**src/rtl/led_output_stage.sv**
```systemverilog
`default_nettype none
// ============================================================================
// Module      : led_output_stage
// Description : Output stage for the board LEDs. Registers the raw LED value
//               coming from the data memory LED register. Applies global PWM
//               dimming, with the duty written through a one-cycle strobe.
//               Stretches each rising bit into a visible flash that lasts
//               STRETCH_TICKS PWM ticks.
//               Runs on the free-running system clock.
//
// Ports       : clk_i      - system clock (undivided, not stall-gated)
//               reset_i    - synchronous, active-high reset
//               led_i      - raw 8-bit LED value
//               dim_we_i   - one-cycle strobe that loads the duty register
//               dim_i      - new duty value (PWM_W bits)
//               led_o      - registered drive to the physical LEDs
//               stretch_o  - per-bit flag: stretch counter is non-zero
//
// Revision    : 1.0 - initial release
// ============================================================================
module led_output_stage #(
   parameter int unsigned PRESCALE      = 16,
   parameter int unsigned PWM_W         = 4,
   parameter int unsigned STRETCH_TICKS = 8
) (
   input  logic             clk_i,
   input  logic             reset_i,
   input  logic [7:0]       led_i,
   input  logic             dim_we_i,
   input  logic [PWM_W-1:0] dim_i,
   output logic [7:0]       led_o,
   output logic [7:0]       stretch_o
);

   localparam int unsigned      c_pre_w        = (PRESCALE > 1) ? $clog2(PRESCALE) : 1;
   localparam logic [c_pre_w-1:0] c_pre_last   = c_pre_w'(PRESCALE - 1);
   localparam logic [c_pre_w-1:0] c_pre_one    = c_pre_w'(1);
   localparam logic [PWM_W-1:0] c_pwm_one      = PWM_W'(1);
   localparam logic [PWM_W-1:0] c_duty_full    = '1;
   localparam logic [7:0]       c_stretch_load = 8'(STRETCH_TICKS);

   // ------------------------------------------------------------------------
   // State
   // ------------------------------------------------------------------------
   logic [c_pre_w-1:0] prescale_q, prescale_d;
   logic [PWM_W-1:0]   pwm_cnt_q,  pwm_cnt_d;
   logic [PWM_W-1:0]   duty_q,     duty_d;
   logic [7:0]         led_q,      led_d;
   logic [7:0]         led_prev_q, led_prev_d;
   logic [7:0]         stretch_q [8];
   logic [7:0]         stretch_d [8];
   logic [7:0]         led_out_q,  led_out_d;
   logic [7:0]         str_out_q,  str_out_d;

   // ------------------------------------------------------------------------
   // Combinational helpers
   // ------------------------------------------------------------------------
   logic       w_tick;
   logic       w_pwm_on;
   logic [7:0] w_rise;
   logic [7:0] w_active;

   always_comb begin
      w_tick = (prescale_q == c_pre_last);
      w_rise = led_q & ~led_prev_q;
      // Full-scale duty is treated as always on so no off slot appears at
      // pwm_cnt == max; every other duty gives duty/2^PWM_W on-time.
      if (duty_q == c_duty_full) begin
         w_pwm_on = 1'b1;
      end else begin
         w_pwm_on = (pwm_cnt_q < duty_q);
      end
      for (int k = 0; k < 8; k++) begin
         w_active[k] = (stretch_q[k] != 8'd0);
      end
   end

   // ------------------------------------------------------------------------
   // Next-state logic
   // ------------------------------------------------------------------------
   always_comb begin
      led_d      = led_i;
      led_prev_d = led_q;

      if (w_tick) begin
         prescale_d = '0;
      end else begin
         prescale_d = prescale_q + c_pre_one;
      end

      // Wraps naturally from all-ones to zero.
      if (w_tick) begin
         pwm_cnt_d = pwm_cnt_q + c_pwm_one;
      end else begin
         pwm_cnt_d = pwm_cnt_q;
      end

      if (dim_we_i) begin
         duty_d = dim_i;
      end else begin
         duty_d = duty_q;
      end

      // A new rise reloads even an active counter, so a retrigger extends
      // the flash without a gap.
      for (int k = 0; k < 8; k++) begin
         if (w_rise[k]) begin
            stretch_d[k] = c_stretch_load;
         end else if (w_tick && w_active[k]) begin
            stretch_d[k] = stretch_q[k] - 8'd1;
         end else begin
            stretch_d[k] = stretch_q[k];
         end
      end

      led_out_d = w_active | (led_q & {8{w_pwm_on}});
      str_out_d = w_active;
   end

   // ------------------------------------------------------------------------
   // Registers
   // ------------------------------------------------------------------------
   always_ff @(posedge clk_i) begin
      if (reset_i) begin
         prescale_q <= '0;
         pwm_cnt_q  <= '0;
         duty_q     <= c_duty_full;
         led_q      <= 8'd0;
         led_prev_q <= 8'd0;
         led_out_q  <= 8'd0;
         str_out_q  <= 8'd0;
         for (int k = 0; k < 8; k++) begin
            stretch_q[k] <= 8'd0;
         end
      end else begin
         prescale_q <= prescale_d;
         pwm_cnt_q  <= pwm_cnt_d;
         duty_q     <= duty_d;
         led_q      <= led_d;
         led_prev_q <= led_prev_d;
         led_out_q  <= led_out_d;
         str_out_q  <= str_out_d;
         for (int k = 0; k < 8; k++) begin
            stretch_q[k] <= stretch_d[k];
         end
      end
   end

   assign led_o     = led_out_q;
   assign stretch_o = str_out_q;

endmodule
`default_nettype wire

```
**config.mk**
```make
export PLATFORM = sky130hd
export DESIGN_NAME = led_output_stage
export DESIGN_NICKNAME = d
export VERILOG_FILES = /design/src/rtl/led_output_stage.sv
export SDC_FILE = /design/constraint.sdc
export NUM_CORES = 1
export LEC_CHECK = 0
export ABC_AREA = 0
export CAP_MARGIN = 0
export CORE_ASPECT_RATIO = 1.4
export CORE_MARGIN = 2
export CORE_UTILIZATION = 30
export DETAILED_ROUTE_END_ITERATION = 8
export HOLD_SLACK_MARGIN = 0.06
export SYNTH_ARGS = -nofsm -noshare
export SYNTH_HDL_FRONTEND = slang
export SYNTH_SLANG_ARGS = --single-unit
```
**constraint.sdc**
```tcl
create_clock -name clk_i -period 3 [get_ports clk_i]
set_clock_uncertainty 0.05 [all_clocks]
set_input_delay 0.3 -clock clk_i [delete_from_list [all_inputs] [get_ports clk_i]]
set_output_delay 0.3 -clock clk_i [all_outputs]
set_load 0.02 [all_outputs]
```
==> reports/metrics.csv, run 1 <==
stage,metric,value,unit
clocking,post-cts-setup-buffers,0,
synth,synth_edf_count,0,
sta,worstMarginPinSlew,724,ps
setup_path,regToRegStartpoint,prescale_q[0],
routing,vias,3655,
clocking,clockBufferDepth,2,
grt,grt_pass1_vias,3712,
sta,post-route-min-period,2260,ps
place,io_buffers,30,
synth,synth_warnings,0,
die,coreArea,15500,µm²
setup_path,required,3190,ps
clocking,clkTransAtPathRegs,70,ps
synth,synth_most_common_cell,dfxtp_1,
synth,synthArstFlopShare,0,%
setup_path,timing_worst_setup_path_type,reg -> reg,
routing,drtPass1Iterations,4,
clocking,insertion_delay,350,ps
final_layout,diodes,0,
synth,synth_ff_type,dfxtp_1,
pwr,power.density,505,nW/µm²
hold_path,hold_class,in -> reg,
synth,synth_seq_cells,108,
setup_path,crit_start,prescale_q[0],
routing,ant_nets,0,
flow_run,cap_violations,0,
hold_path,min_from,reset_i,
synth,synth_seq_area_share,45.4,%
synth,synth_area,4760,µm²
clocking,cts_sinks,108,
setup_path,cp-end-kind,register,
sta,rsz0062_at_grt,false,
pwr,ir_drop,280,µV
routing,wl_per_cell,12.9,µm
clocking,cts-buffers-inserted,9,
grt,grt_max_degree,27,
final_layout,area_growth,16.4,%
routing,dr.first_iter.drc_count,159,
die,ios,31,
synth,synth.area.top_cells,"dfxtp_1 45%, nor2_1 5.6%, xnor2_1 5.3%, ha_1 4.7%, inv_1 3.0%",
sta,hold_slack,278,ps
die,die_w,110,µm
clocking,clockRootBuffer,clkbuf_16,
synth,syn-num-nets,547,
setup_path,cp_slowest_cell,nor3_1,
clocking,post_cts_resized,0,
setup_path,ff2ff_setup_slack,740,ps
setup_path,path_max_fanout,26,
grt,overflow,0,
place,place_hpwl,6920,µm
die,die_h,153,µm
synth,yosys.area.top_type,dfxtp_1,
synth,synth_top_area_share,45.4,%
synth,avgSynthCellArea,9.25,µm²
final_layout,layout.nets,576,
synth,synthTopCellsByCount,"108 x dfxtp_1, 71 x nor2_1, 38 x inv_1, 29 x xnor2_1, 28 x a21oi_1",
final_layout,final_layout_size_suffix_gt1_share,8.04,%
sta,timing.fmax,443,MHz
synth,syn_inst,514,
place,gp_routability_congestion,0.852,
status,status,"finished, final reports clean",
pwr,power_leakage,2.08,nW
sta,timing.final.ws_setup,744,ps
setup_path,crit_chain,ha_1 -> nand3_2 -> buf_4 -> nor3_1 -> a311oi_1 -> a41o_1,
routing,viasPerCell,4.92,
die,initial_utilization,30.6,%
sta,fin_setup_tns,0,ps
grt,gr-usage-all-layers,12.0,%
clocking,postCtsHoldBufs,0,
place,dp_slack,743,ps
clocking,cts_tree,yes,
routing,drc,0,
sta,relSlewSlack,51.4,%
synth,synth.distinct_cells,53,
grt,grt_pass1_wl,16800,µm
setup_path,critPathMaxStageDelay,440,ps
grt,antenna_found_initial,0,
die,die_area,16900,µm²
sta,setup_viol,0,
sta,final.period_utilization,75.2,%
sta,finalHoldViolCount,0,
clocking,h-tree-depth,3,
setup_path,cp.arrival,2450,ps
die,row_count,54,
routing,routed_wl,9560,µm
sta,slew_violations,0,
setup_path,crit_path_start_kind,register,
## through the flow
stage	power, mW	cell area, µm²	util, %	cells
2_1_floorplan	1.65	4760	-	514
4_1_cts	2.85	5540	35.6	743
5_1_grt	2.92	5540	35.6	743
6_report	2.80	5540	35.6	743
3_5_place_dp	1.72	5270	33.9	728
3_3_place_gp	1.72	5270	33.9	728
## per-layer routing
metal  track usage, %  part of all wire, %  up-vias
li1                 -                    -     1859
met1             13.7                   43     1735
met2             21.2                   51       52
met3             3.01                  3.5        9
met4             4.94                  1.6        0
met5                0                    0        -
## flip-flops by register name, summed over array words and instances, names as in the netlist
signal,count
duty_q,4
led_o,8
led_prev_d,8
led_prev_q,8
prescale_q,4
pwm_cnt_q,4
stretch_o,8
stretch_q,64
## cells in the final DEF (no fill, tap or decap), types with 8 or more instances in the layout
cell             netlist  routed
a21o_1                 8       8
dfxtp_1              108     108
nand4_1                8       8
a21oi_1               28      28
nand2b_1              11      11
clkbuf_16              0       9
a31oi_1                8       8
nand2_1               17      17
clkdlybuf4s50_1        0      29
nor3_1                10      10
nor2b_1               22      22
nor2_1                71      71
inv_1                 38      38
xnor2_1               29      29
ha_1                  18      18
a211oi_1              16      16
## cell families after synthesis
logic type	share of synthesized area, %
adder cells (fa/ha/maj)	4.73
buffers and inverters	4.47
AO/OA/AOI/OAI	15.9
multiplexers	1.71
XOR/XNOR	5.71
AND/OR/NAND/NOR	22.0
flip-flops	45.4
## worst max-delay path, delay by kind of cell (launching register included)
kind | cells | cell delay [ps]
adder cells (fa/ha/maj) | 1 | 350
buffers and inverters | 1 | 300
AO/OA/AOI/OAI | 2 | 410
flip-flops | 1 | 370
AND/OR/NAND/NOR | 2 | 660
## worst paths after layout
path,end,cells past startpoint
setup / recovery,stretch_q[0][23],6
hold / removal,stretch_o[1],2
setup reg to reg,stretch_q[0][23],6
hold reg to reg,led_o[5],1
## power by group
part | switching (mW) | leakage (nW) | total (mW) | internal [mW]
registers | 0.0256 | 0.880 | 1.50 | 1.47
logic | 0.105 | 1.07 | 0.192 | 0.0874
clock network | 0.542 | 0.133 | 1.11 | 0.568
total | 0.672 | 2.08 | 2.80 | 2.13
## layout make-up
cell class	count	area [µm²]
multi-input combinational	351	2380
sequential	108	2160
clock buffer	9	225
fill	1571	10000
tap	196	245
clock inverter	6	47.5
inverter	38	143
timing repair buffer	35	333
No activity file was read; power rests on OpenSTA's default activity.
==> inputs of run 2 (changes only) <==
Clock period 3 ns to 2.3 ns, I/O delays scaled along.
==> reports/metrics.csv, run 2 (synthesized netlist as in run 1, its figures left out) <==
stage,metric,value,unit
sta,final.period_utilization,92.1,%
grt,overflow,0,
final_layout,layout.nets,584,
final_layout,fillers,1589,
place,gp_routability_congestion,0.811,
grt,grt_pass1_wl,16600,µm
final_layout,mostFrequentLayoutCell,dfxtp_1,
final_layout,design_area,5630,µm²
routing,vias,3743,
clocking,insertion_delay,340,ps
pwr,p_sw,0.862,mW
pwr,intPower,2.89,mW
sta,relSlewSlack,56.1,%
setup_path,timing_worst_setup_path_type,reg -> reg,
final_layout,largest_reg_flops,64,
sta,timing.final.ws_setup,181,ps
pwr,switching_share,23.0,%
die,die_w,110,µm
setup_path,cp.arrival,2300,ps
sta,slew_violations,0,
die,row_count,54,
die,initial_utilization,30.6,%
routing,dr.first_iter.drc_count,217,
die,ios,31,
setup_path,cp-end-kind,register,
final_layout,area_growth,18.3,%
sta,rsz0062_at_grt,false,
setup_path,required,2480,ps
pwr,p_seq_share,51.9,%
clocking,cts_sinks,108,
sta,setup_viol,0,
final_layout,final_cell_mix,"108 x dfxtp_1, 71 x nor2_1, 38 x inv_1",
final_layout,diodes,0,
routing,viasPerCell,4.98,
routing,drc,0,
pwr,power_leakage,2.14,nW
grt,antenna_found_initial,0,
flow_run,cap_violations,0,
sta,post-route-min-period,2120,ps
die,coreArea,15500,µm²
grt,grt_pass1_vias,3693,
grt,grt_max_degree,19,
clocking,post_cts_resized,0,
clocking,cts-buffers-inserted,9,
place,post_dp_cell_area,5330,µm²
routing,routed_wl,9560,µm
clocking,cts_tree,yes,
final_layout,regMostFlops,stretch_q,
clocking,clkTransAtPathRegs,70,ps
place,dp_slack,211,ps
sta,worstMarginPinSlew,658,ps
pwr,ir_drop,403,µV
sta,fin_setup_tns,0,ps
sta,finalHoldViolCount,0,
status,status,"finished, final reports clean",
final_layout,final_layout_size_suffix_gt1_share,9.53,%
die,die_area,16900,µm²
grt,gr-usage-all-layers,11.7,%
routing,ant_nets,0,
routing,drtPass1Iterations,4,
clocking,post-cts-setup-buffers,0,
pwr,power.density,667,nW/µm²
clocking,clockRootBuffer,clkbuf_16,
place,place_hpwl,6950,µm
sta,hold_slack,220,ps
clocking,postCtsHoldBufs,0,
place,io_buffers,30,
sta,timing.fmax,472,MHz
hold_path,hold_class,in -> reg,
setup_path,path_max_fanout,13,
clocking,clockBufferDepth,2,
setup_path,crit_path_start_kind,register,
routing,wl_per_cell,12.7,µm
pwr,clkPwrFrac,41.1,%
clocking,h-tree-depth,3,
die,die_h,153,µm
pwr,combPwrFrac,6.9,%
[run 2: cell count changes in the layout (fill, tap and decap cells not counted)]
| cell | before | now |
|---|---|---|
| buf_4 | 5 | 13 |
| bufinv_16 | 0 | 1 |
| clkinv_2 | 1 | 2 |
| clkinv_4 | 1 | 2 |
| clkinvlp_4 | 1 | 0 |
| inv_6 | 3 | 2 |
[run 2: layout make-up]
type | instances | area [µm²] | area share [%]
inverter | 38 | 143 | 2.54
sequential | 108 | 2160 | 38.4
multi-input combinational | 351 | 2380 | 42.3
timing repair buffer | 43 | 393 | 6.98
clock inverter | 7 | 75.1 | 1.33
tap | 196 | 245 | 4.36
clock buffer | 9 | 225 | 4.00
[run 2: through the flow]
stage	std cells	util, %	power, mW
after global routing	752	36.2	3.91
after floorplan	514	-	2.15
after detailed placement	736	34.3	2.25
final	752	36.2	3.75
after global placement	736	34.3	2.25
after CTS	752	36.2	3.81
[run 2: power groups by stage]
stage / Sequential (mW) / Clock (mW) / Combinational [mW]
after floorplan: 2.01 / 0 / 0.140
after global placement: 1.99 / 0 / 0.257
after detailed placement: 1.99 / 0 / 0.262
after CTS: 1.95 / 1.60 / 0.264
after global routing: 1.95 / 1.67 / 0.289
final: 1.95 / 1.54 / 0.261
[run 2: final timing paths]
check / slack (ps) / to / startpoint / cells past startpoint
worst min-delay path: 220 / led_prev_d[2] / reset_i / 2
worst max register to register: 180 / stretch_q[0][21] / prescale_q[0] / 6
worst max-delay path: 180 / stretch_q[0][21] / prescale_q[0] / 6
worst min register to register: 430 / led_o[5] / led_prev_d[5] / 1
[run 2: critical path, cell delays in order, from the launching register on]
cell	delay, ps
dfxtp_1	400
ha_1	210
nand3_2	260
buf_4	290
nor3_1	410
a311oi_1	180
a41o_1	220
[run 2: routing by layer]
metal | global-route usage [%] | vias up | routed length, µm | share of wire (%)
met5 | 0 | - | 0 | 0
met4 | 4.52 | 0 | 165 | 1.7
met3 | 2.46 | 13 | 392 | 4.1
met2 | 21.4 | 60 | 4910 | 51
met1 | 13.1 | 1779 | 4090 | 43
li1 | - | 1891 | - | -
